--- src/rtl/spi_master_dual_if.sv ---
// Bus bundle for the dual-lane SPI master: frame request/data in, serial lines
// and frame status out. The master modport is the SPI master's own view.
interface spi_master_dual_if;
    logic        start;
    logic [31:0] tx_data0;
    logic [31:0] tx_data1;
    logic        SCK;
    logic        SSEL;
    logic        DATA_OUT0;
    logic        DATA_OUT1;
    logic        busy;
    logic        done;
    logic [31:0] tx_count;

    modport master (
        input  start, tx_data0, tx_data1,
        output SCK, SSEL, DATA_OUT0, DATA_OUT1, busy, done, tx_count
    );

    modport slave (
        output start, tx_data0, tx_data1,
        input  SCK, SSEL, DATA_OUT0, DATA_OUT1, busy, done, tx_count
    );
endinterface

--- src/rtl/spi_master_dual.sv ---
// Dual-lane SPI master: shifts two 32-bit words MSB first on two data lines
// sharing one SCK and SSEL, with a setup phase, a hold phase and an inter-frame gap.
module spi_master_dual #(
    parameter int CLK_DIV = 4,
    parameter int GAP_CYC = 8
) (
    input logic              clk,
    input logic              reset,
    spi_master_dual_if.master bus
);

    typedef enum logic [2:0] {
        IDLE,
        SETUP,
        SHIFT,
        HOLD,
        GAP
    } state_t;

    localparam logic [7:0] DIV_RELOAD = 8'(CLK_DIV - 1);
    localparam logic [7:0] GAP_RELOAD = 8'(GAP_CYC - 1);

    state_t      state;
    logic [7:0]  div_cnt;
    logic [4:0]  bit_cnt;
    logic [30:0] rem0;
    logic [30:0] rem1;
    logic        sck_q;
    logic        ssel_q;
    logic        data0_q;
    logic        data1_q;
    logic        busy_q;
    logic        done_q;
    logic [31:0] tx_count_q;

    // The divider always counts down to zero and the event fires on the edge
    // that sees zero, so a reload of N-1 spaces events exactly N cycles apart.
    always_ff @(posedge clk) begin
        if (reset) begin
            state      <= IDLE;
            div_cnt    <= 8'd0;
            bit_cnt    <= 5'd0;
            rem0       <= 31'd0;
            rem1       <= 31'd0;
            sck_q      <= 1'b0;
            ssel_q     <= 1'b1;
            data0_q    <= 1'b0;
            data1_q    <= 1'b0;
            busy_q     <= 1'b0;
            done_q     <= 1'b0;
            tx_count_q <= 32'd0;
        end else begin
            done_q <= 1'b0;
            case (state)
                IDLE: begin
                    if (bus.start) begin
                        rem0    <= bus.tx_data0[30:0];
                        rem1    <= bus.tx_data1[30:0];
                        data0_q <= bus.tx_data0[31];
                        data1_q <= bus.tx_data1[31];
                        ssel_q  <= 1'b0;
                        busy_q  <= 1'b1;
                        bit_cnt <= 5'd0;
                        div_cnt <= DIV_RELOAD;
                        state   <= SETUP;
                    end
                end

                SETUP: begin
                    if (div_cnt == 8'd0) begin
                        sck_q   <= 1'b1;
                        div_cnt <= DIV_RELOAD;
                        state   <= SHIFT;
                    end else begin
                        div_cnt <= div_cnt - 8'd1;
                    end
                end

                // Data only moves on falling SCK; the 32nd fall ends the frame
                // by comparing the counter, never by waiting for it to wrap.
                SHIFT: begin
                    if (div_cnt == 8'd0) begin
                        div_cnt <= DIV_RELOAD;
                        if (!sck_q) begin
                            sck_q <= 1'b1;
                        end else begin
                            sck_q <= 1'b0;
                            if (bit_cnt == 5'd31) begin
                                bit_cnt <= 5'd0;
                                state   <= HOLD;
                            end else begin
                                bit_cnt <= bit_cnt + 5'd1;
                                data0_q <= rem0[30];
                                data1_q <= rem1[30];
                                rem0    <= {rem0[29:0], 1'b0};
                                rem1    <= {rem1[29:0], 1'b0};
                            end
                        end
                    end else begin
                        div_cnt <= div_cnt - 8'd1;
                    end
                end

                HOLD: begin
                    if (div_cnt == 8'd0) begin
                        ssel_q  <= 1'b1;
                        data0_q <= 1'b0;
                        data1_q <= 1'b0;
                        div_cnt <= GAP_RELOAD;
                        state   <= GAP;
                    end else begin
                        div_cnt <= div_cnt - 8'd1;
                    end
                end

                GAP: begin
                    if (div_cnt == 8'd0) begin
                        busy_q     <= 1'b0;
                        done_q     <= 1'b1;
                        tx_count_q <= tx_count_q + 32'd1;
                        div_cnt    <= DIV_RELOAD;
                        state      <= IDLE;
                    end else begin
                        div_cnt <= div_cnt - 8'd1;
                    end
                end

                default: begin
                    sck_q   <= 1'b0;
                    ssel_q  <= 1'b1;
                    data0_q <= 1'b0;
                    data1_q <= 1'b0;
                    busy_q  <= 1'b0;
                    div_cnt <= 8'd0;
                    bit_cnt <= 5'd0;
                    state   <= IDLE;
                end
            endcase
        end
    end

    assign bus.SCK       = sck_q;
    assign bus.SSEL      = ssel_q;
    assign bus.DATA_OUT0 = data0_q;
    assign bus.DATA_OUT1 = data1_q;
    assign bus.busy      = busy_q;
    assign bus.done      = done_q;
    assign bus.tx_count  = tx_count_q;

endmodule
--- src/flat_wrapper.sv ---
// flat-port wrapper written by rule: the top's interface ports become plain ports
module spi_master_dual_flat 
#(
    parameter int CLK_DIV = 4,
    parameter int GAP_CYC = 8
)
  (clk, reset, bus_start, bus_tx_data0, bus_tx_data1, bus_SCK, bus_SSEL, bus_DATA_OUT0, bus_DATA_OUT1, bus_busy, bus_done, bus_tx_count);
  spi_master_dual_if bus_i ();
  input logic clk;
  input logic reset;
  input wire logic [$bits(bus_i.start)-1:0] bus_start;
  input wire logic [$bits(bus_i.tx_data0)-1:0] bus_tx_data0;
  input wire logic [$bits(bus_i.tx_data1)-1:0] bus_tx_data1;
  output wire logic [$bits(bus_i.SCK)-1:0] bus_SCK;
  output wire logic [$bits(bus_i.SSEL)-1:0] bus_SSEL;
  output wire logic [$bits(bus_i.DATA_OUT0)-1:0] bus_DATA_OUT0;
  output wire logic [$bits(bus_i.DATA_OUT1)-1:0] bus_DATA_OUT1;
  output wire logic [$bits(bus_i.busy)-1:0] bus_busy;
  output wire logic [$bits(bus_i.done)-1:0] bus_done;
  output wire logic [$bits(bus_i.tx_count)-1:0] bus_tx_count;
  assign bus_i.start = bus_start;
  assign bus_i.tx_data0 = bus_tx_data0;
  assign bus_i.tx_data1 = bus_tx_data1;
  assign bus_SCK = bus_i.SCK;
  assign bus_SSEL = bus_i.SSEL;
  assign bus_DATA_OUT0 = bus_i.DATA_OUT0;
  assign bus_DATA_OUT1 = bus_i.DATA_OUT1;
  assign bus_busy = bus_i.busy;
  assign bus_done = bus_i.done;
  assign bus_tx_count = bus_i.tx_count;
  spi_master_dual #(.CLK_DIV(CLK_DIV), .GAP_CYC(GAP_CYC)) u_core (.clk(clk), .reset(reset), .bus(bus_i));
endmodule
--- config.mk ---
export PLATFORM = sky130hd
export DESIGN_NAME = spi_master_dual_flat
export DESIGN_NICKNAME = d
export VERILOG_FILES = /design/src/rtl/spi_master_dual_if.sv /design/src/rtl/spi_master_dual.sv /design/src/flat_wrapper.sv
export SDC_FILE = /design/constraint.sdc
export NUM_CORES = 1
export LEC_CHECK = 0
export ABC_AREA = 1
export CAP_MARGIN = 20
export CORE_MARGIN = 4
export CORE_UTILIZATION = 55
export CTS_CLUSTER_DIAMETER = 30
export DETAILED_ROUTE_END_ITERATION = 10
export PLACE_DENSITY = 0.82
export SLEW_MARGIN = 20
export SYNTH_ARGS = -nofsm -noshare
export SYNTH_HDL_FRONTEND = slang
export SYNTH_SLANG_ARGS = --single-unit
--- constraint.sdc ---
create_clock -name clk -period 4.3 [get_ports clk]
set_input_delay 0.645 -clock clk [delete_from_list [all_inputs] [get_ports clk]]
set_output_delay 0.645 -clock clk [all_outputs]
set_load 0.02 [all_outputs]
# After elaboration in Yosys (flattened, before gate mapping)

Cells that the tools add are included.

Bitwise operators: 6
Magnitude comparators: 0
Mux-type cells: 47
Div/mod/pow operators: 0
Equal/unequal tests: 13
Reductions and logical operators: 17
$add $sub $neg: 3
Shifts and indexed selects: 0
$mul: 0

Operators by type and width:

| operator                                              | count |
|---|---|
| two-way mux 31 bit                                    | 8 |
| case mux 31 bit (2 select lines)                      | 2 |
| adder 32 x 1 -> 32 bit, second input constant         | 1 |
| two-way mux 8 bit                                     | 3 |
| case mux 8 bit (3 select lines)                       | 1 |
| two-way mux 3 bit                                     | 7 |
| two-way mux 5 bit                                     | 4 |
| two-way mux 1 bit                                     | 15 |
| case mux 3 bit (5 select lines)                       | 1 |
| case mux 5 bit (3 select lines)                       | 1 |
| inequality test 2 x 1 -> 1 bit, second input constant | 6 |
| OR reduction 3 bit                                    | 4 |
| case mux 1 bit (3 select lines)                       | 3 |
| AND reduction 3 bit                                   | 3 |
| zero test 8 bit                                       | 1 |
| case mux 1 bit (4 select lines)                       | 2 |
| subtractor 8 x 1 -> 8 bit, second input constant      | 1 |
| AND reduction 7 bit                                   | 1 |
| == test 3 x 2 -> 1 bit, second input constant         | 2 |
| inverter 1 bit                                        | 6 |
| AND reduction 6 bit                                   | 1 |
| adder 5 x 1 -> 5 bit, second input constant           | 1 |
| == test 5 bit, second input constant                  | 1 |
| AND reduction 5 bit                                   | 1 |
| other kinds (8)                                       | 10 |

Bits in latches: 0
Output and inout bits: 38
Memories kept: 0
RAM bits: 0
Word-level logic and storage cells: 98
Input bits: 67
Memory bits (read-only): 0
Register bits: 116

# Logic depth before layout (Yosys ltp)

Depth in word-level cells: 5
Gate-level depth with buffers: 12
Depth with buffers taken out: 11

# Worst setup path after synthesis

Ideal clock, no wire load.

Kind: in2reg
Start: input port bus_start
End: register u_core.rem0[10]
Arrival: 1581 ps
Required time: 4187 ps
Library setup time: 113 ps
Stages on the path: 8
Path slack: 2606 ps
Buffers on the path: 2
Path through: nand3b_4 nand2_2 a21oi_4 nand3_2 buf_4 buf_2 nor2_1 nor2_1

Cells in the longest elaborated chain, start to end: 2

RTL lines:

| element                         | line                  | source |
|---|---|---|
| from (decl)                     | flat_wrapper.sv:11    | `input wire logic [$bits(bus_i.start)-1:0] bus_start;` |
| inequality test 2 bit (no line) | --                    |  |
| AND reduction 5 bit (no line)   | --                    |  |
| to (signal assigned)            | spi_master_dual.sv:57 | `rem0 <= bus.tx_data0[30:0];` |
| to (signal assigned)            | spi_master_dual.sv:95 | `rem0 <= {rem0[29:0], 1'b0};` |
| to (decl)                       | spi_master_dual.sv:26 | `logic [30:0] rem0;` |

Every way passes these cells.
A chain may end at the register's enable or synchronous reset.

# Worst setup path in the final report

Start: register u_core.div_cnt[0]
End: register u_core.tx_count_q[6] (netlist: u_core.bus.tx_count[6])

Cells in the longest elaborated chain, start to end: 2

RTL lines:

| element                       | line                   | source |
|---|---|---|
| from (decl)                   | spi_master_dual.sv:24  | `logic [7:0] div_cnt;` |
| from (signal assigned)        | spi_master_dual.sv:75  | `div_cnt <= div_cnt - 8'd1;` |
| from (signal assigned)        | spi_master_dual.sv:100 | `div_cnt <= div_cnt - 8'd1;` |
| from (signal assigned)        | spi_master_dual.sv:112 | `div_cnt <= div_cnt - 8'd1;` |
| zero test 8 bit               | spi_master_dual.sv:117 | `if (div_cnt == 8'd0) begin` |
| AND reduction 2 bit (no line) | --                     |  |
| to (signal assigned)          | spi_master_dual.sv:120 | `tx_count_q <= tx_count_q + 32'd1;` |
| to (decl)                     | spi_master_dual.sv:34  | `logic [31:0] tx_count_q;` |

Every way passes these cells.

==> flow_summary.json <==
{
  "synth-xor-area-share": 0.00980,
  "numClockSinks": 116,
  "ff2ff_path_depth": 9,
  "syn_inst": 1044,
  "leakage_nw": 3.62,
  "clkLatencyLatePin_ns": 0.42,
  "nets": 1202,
  "r2r_start": "u_core.div_cnt[0]",
  "portBuffers": 104,
  "path_max_fanout": 23,
  "drv_slew": 0,
  "cp_data_required_time_ns": 4.61,
  "fillCellCount": 908,
  "tightest_slew_ns": 1.09,
  "cts_buffer_depth": 2,
  "die_width_um": 115,
  "period_needed_ns": 2.62,
  "hp-class": "register to register",
  "routabilityCongestion": 0.887,
  "ys_warn_count": 0,
  "grt_max_degree": 132,
  "muxShareOfSynthArea": 0,
  "cp.arrival_ns": 2.93,
  "multi_input_area_um2": 3320,
  "r2r-end": "u_core.bus.tx_count[6]",
  "die-height_um": 115,
  "cts.repair.resized": 0,
  "fp.dieArea_um2": 13100,
  "syn_nets": 1116,
  "min_from": "u_core.bus.busy",
  "dpl-instance-area_um2": 7320,
  "drc": 0,
  "overflow": 0,
  "vias_per_cell": 5.02,
  "wl_met3_um": 1030,
  "synth_area_um2": 6250,
  "finalCritPeriodShare": 0.609,
  "endpoint_kind": "register",
  "antenna_found_initial": 0,
  "powerDensity_nw_per_um2": 636,
  "io_pins": 105,
  "std_cell_rows": 38,
  "start_kind": "register",
  "grt_pass1_wl_um": 24400,
  "worstSetupPathType": "register to register",
  "fin_area_um2": 7970,
  "regArea_um2": 2320,
  "first_global_vias": 5569,
  "r2r_slack_ns": 1.68,
  "layout-drive-gt1-share": 0.0420,
  "drtIter0Drc": 559,
  "setup_violations": 0,
  "fin_ws_ns": 1.68,
  "run_status": "complete, no violations",
  "drtAntennaViolNets": 0,
  "synthAdderAreaFrac": 0.0100,
  "clockRootBuffer": "clkbuf_16",
  "fmax_mhz": 382,
  "h-tree-depth": 4,
  "syn_avg_cell_area_um2": 5.99,
  "ys_seq_area_frac": 0.371,
  "vias": 6447,
  "yosysUniqueCellTypes": 32,
  "place_ws_ns": 1.48,
  "cts_tree": "done",
  "synth-compound-area-share": 0.103,
  "dr_wl_met2_um": 6760,
  "grt_use_total": 0.228,
  "yosys.area_share.simple": 0.406,
  "cts_setup_buffers": 0,
  "core_um2": 11000,
  "hold-path-cell-count": 2,
  "rsz0062_at_grt": "false",
  "antennaDiodeCount": 0,
  "dr.pass1.iters": 5,
  "routed.top_layer": "met4",
  "drt-met1-wl_um": 6750,
  "hold_ws_ns": 0.473,
  "hold_end": "u_core.bus.busy",
  "drt_wl_total_um": 14900,
  "hold_viol_final": 0,
  "cts_hold_buf": 0,
  "finClkSkew_ns": 0.00797,
  "clkTransAtPathRegs_ns": 0.05,
  "place_hpwl_um": 9770,
  "max_slew_margin": 0.273,
  "max-vdd-ir-drop_v": 0.000573,
  "syn2layout_area_growth_pct": 27.4,
  "numCtsBuffers": 17,
  "tns_ns": 0,
  "drv_cap": 0,
  "start_util": 0.569,
  "synth_top_family_by_area": "simple AND/OR/NAND/NOR gates",
  "synth-seq-cells": 116,
  "wl_per_cell_um": 11.6
}
-- cells in the mapped netlist --
master    count  area [um2]
nor3b_1       2        15.0
o21bai_1      5        37.5
o211ai_1      1        7.51
o21ai_1       1        5.00
a31oi_1       4        25.0
buf_6         2        22.5
buf_2        13        65.1
clkbuf_1     25        93.8
nand3b_4      1        20.0
a21oi_4       1        16.3
nor2_4        1        11.3
nand3_1      23         115
nand4_1       8        50.1
dfxtp_1     116        2320
nand3_2       1        10.0
and2_1        2        12.5
buf_4         1        7.51
nor2_1      209         785
nor4_1        1        6.26
nor2_2        3        18.8
inv_2         2        7.51
o21ai_0      77         385
nand3b_1     11        82.6
inv_1       113         424
nand2_2       1        6.26
xor2_1        5        43.8
nor3_1        4        20.0
nand2_1     369        1390
buf_1         1        3.75
ha_1          5        62.6
a21oi_1      34         170
xnor2_1       2        17.5
-- placed cells by master (no fill, tap or decap), drive strengths merged --
| cell type | n |
|---|---|
| a31oi | 4 |
| nor3 | 4 |
| nand2 | 370 |
| ha | 5 |
| clkbuf | 20 |
| nor2 | 213 |
| o21ai | 78 |
| inv | 115 |
| o211ai | 1 |
| clkinvlp | 3 |
| buf | 5 |
| clkdlybuf4s50 | 104 |
| o21bai | 5 |
| nand3b | 12 |
| and2 | 2 |
| bufinv | 3 |
| a21oi | 35 |
| clkinv | 6 |
| dfxtp | 116 |
| nor4 | 1 |
| nand4 | 8 |
| xor2 | 5 |
| nand3 | 24 |
| nor3b | 2 |
| xnor2 | 2 |
-- logic make-up (layout without fill, tap and decap cells) --
group,after synthesis,in the layout
AOI/OAI and AO/OA,123,123
xor gates and xnor gates,7,7
adders and majority gates,5,5
buffers and inverters,157,256
DFF,116,116
and+or+nand+nor,636,636
-- through the flow --
step	utilization	power, mW	instances
floorplan	-	3.20	1044
global route	0.725	5.52	1283
global placement	0.667	3.55	1250
finish	0.725	5.07	1283
CTS	0.723	5.09	1282
detailed placement	0.667	3.60	1250
-- power by group --
part / switching (mW) / internal [mW]
Sequential: 0.134 / 1.44
Clock: 0.507 / 0.955
Combinational: 1.35 / 0.686
Total: 1.99 / 3.08
-- state kept, by name, summed over array words and instances, names as in the netlist, 3 cells and up --
register,flops
u_core.state,3
u_core.bus.tx_count,32
u_core.rem0,31
u_core.div_cnt,8
u_core.rem1,31
u_core.bit_cnt,5
-- worst max-delay path, stage by stage, from the launching register on --
cell	delay [ns]
dfxtp_1	0.32
inv_1	0.10
ha_1	0.15
nand2_1	0.08
nor2_1	0.28
nand2_1	0.58
nor2_1	0.59
nand2_1	0.14
o21ai_0	0.20
a21oi_1	0.06
-- metal layers --
metal  global-route usage  up-vias
met5                    0        -
met4               0.0918        0
met3               0.0603       30
met2                0.367      208
met1                0.290     2837
li1                     -     3372
-- worst max path at each step --
stage | start | slack, ns | to | depth (start not counted)
final | u_core.div_cnt[0] | 1.68 | u_core.bus.tx_count[6] | 9
after global placement | bus_start | 1.55 | u_core.rem1[15] | 9
after CTS | u_core.bit_cnt[0] | 1.75 | u_core.rem1[10] | 10
after floorplan | bus_start | 2.61 | u_core.rem0[10] | 8
after detailed placement | bus_start | 1.48 | u_core.rem1[10] | 9
after global routing | u_core.div_cnt[3] | 1.41 | u_core.bus.tx_count[6] | 8
-- layout make-up --
| type | count | area share |
|---|---|---|
| Clock buffer | 20 | 0.0586 |
| Clock inverter | 12 | 0.0193 |
| Inverter | 115 | 0.0542 |
| Multi-Input combinational cell | 771 | 0.417 |
| Sequential cell | 116 | 0.291 |
| Tap cell | 140 | 0.0220 |
| Timing Repair Buffer | 109 | 0.137 |
Note: power is estimated with default switching activity, not from simulation.
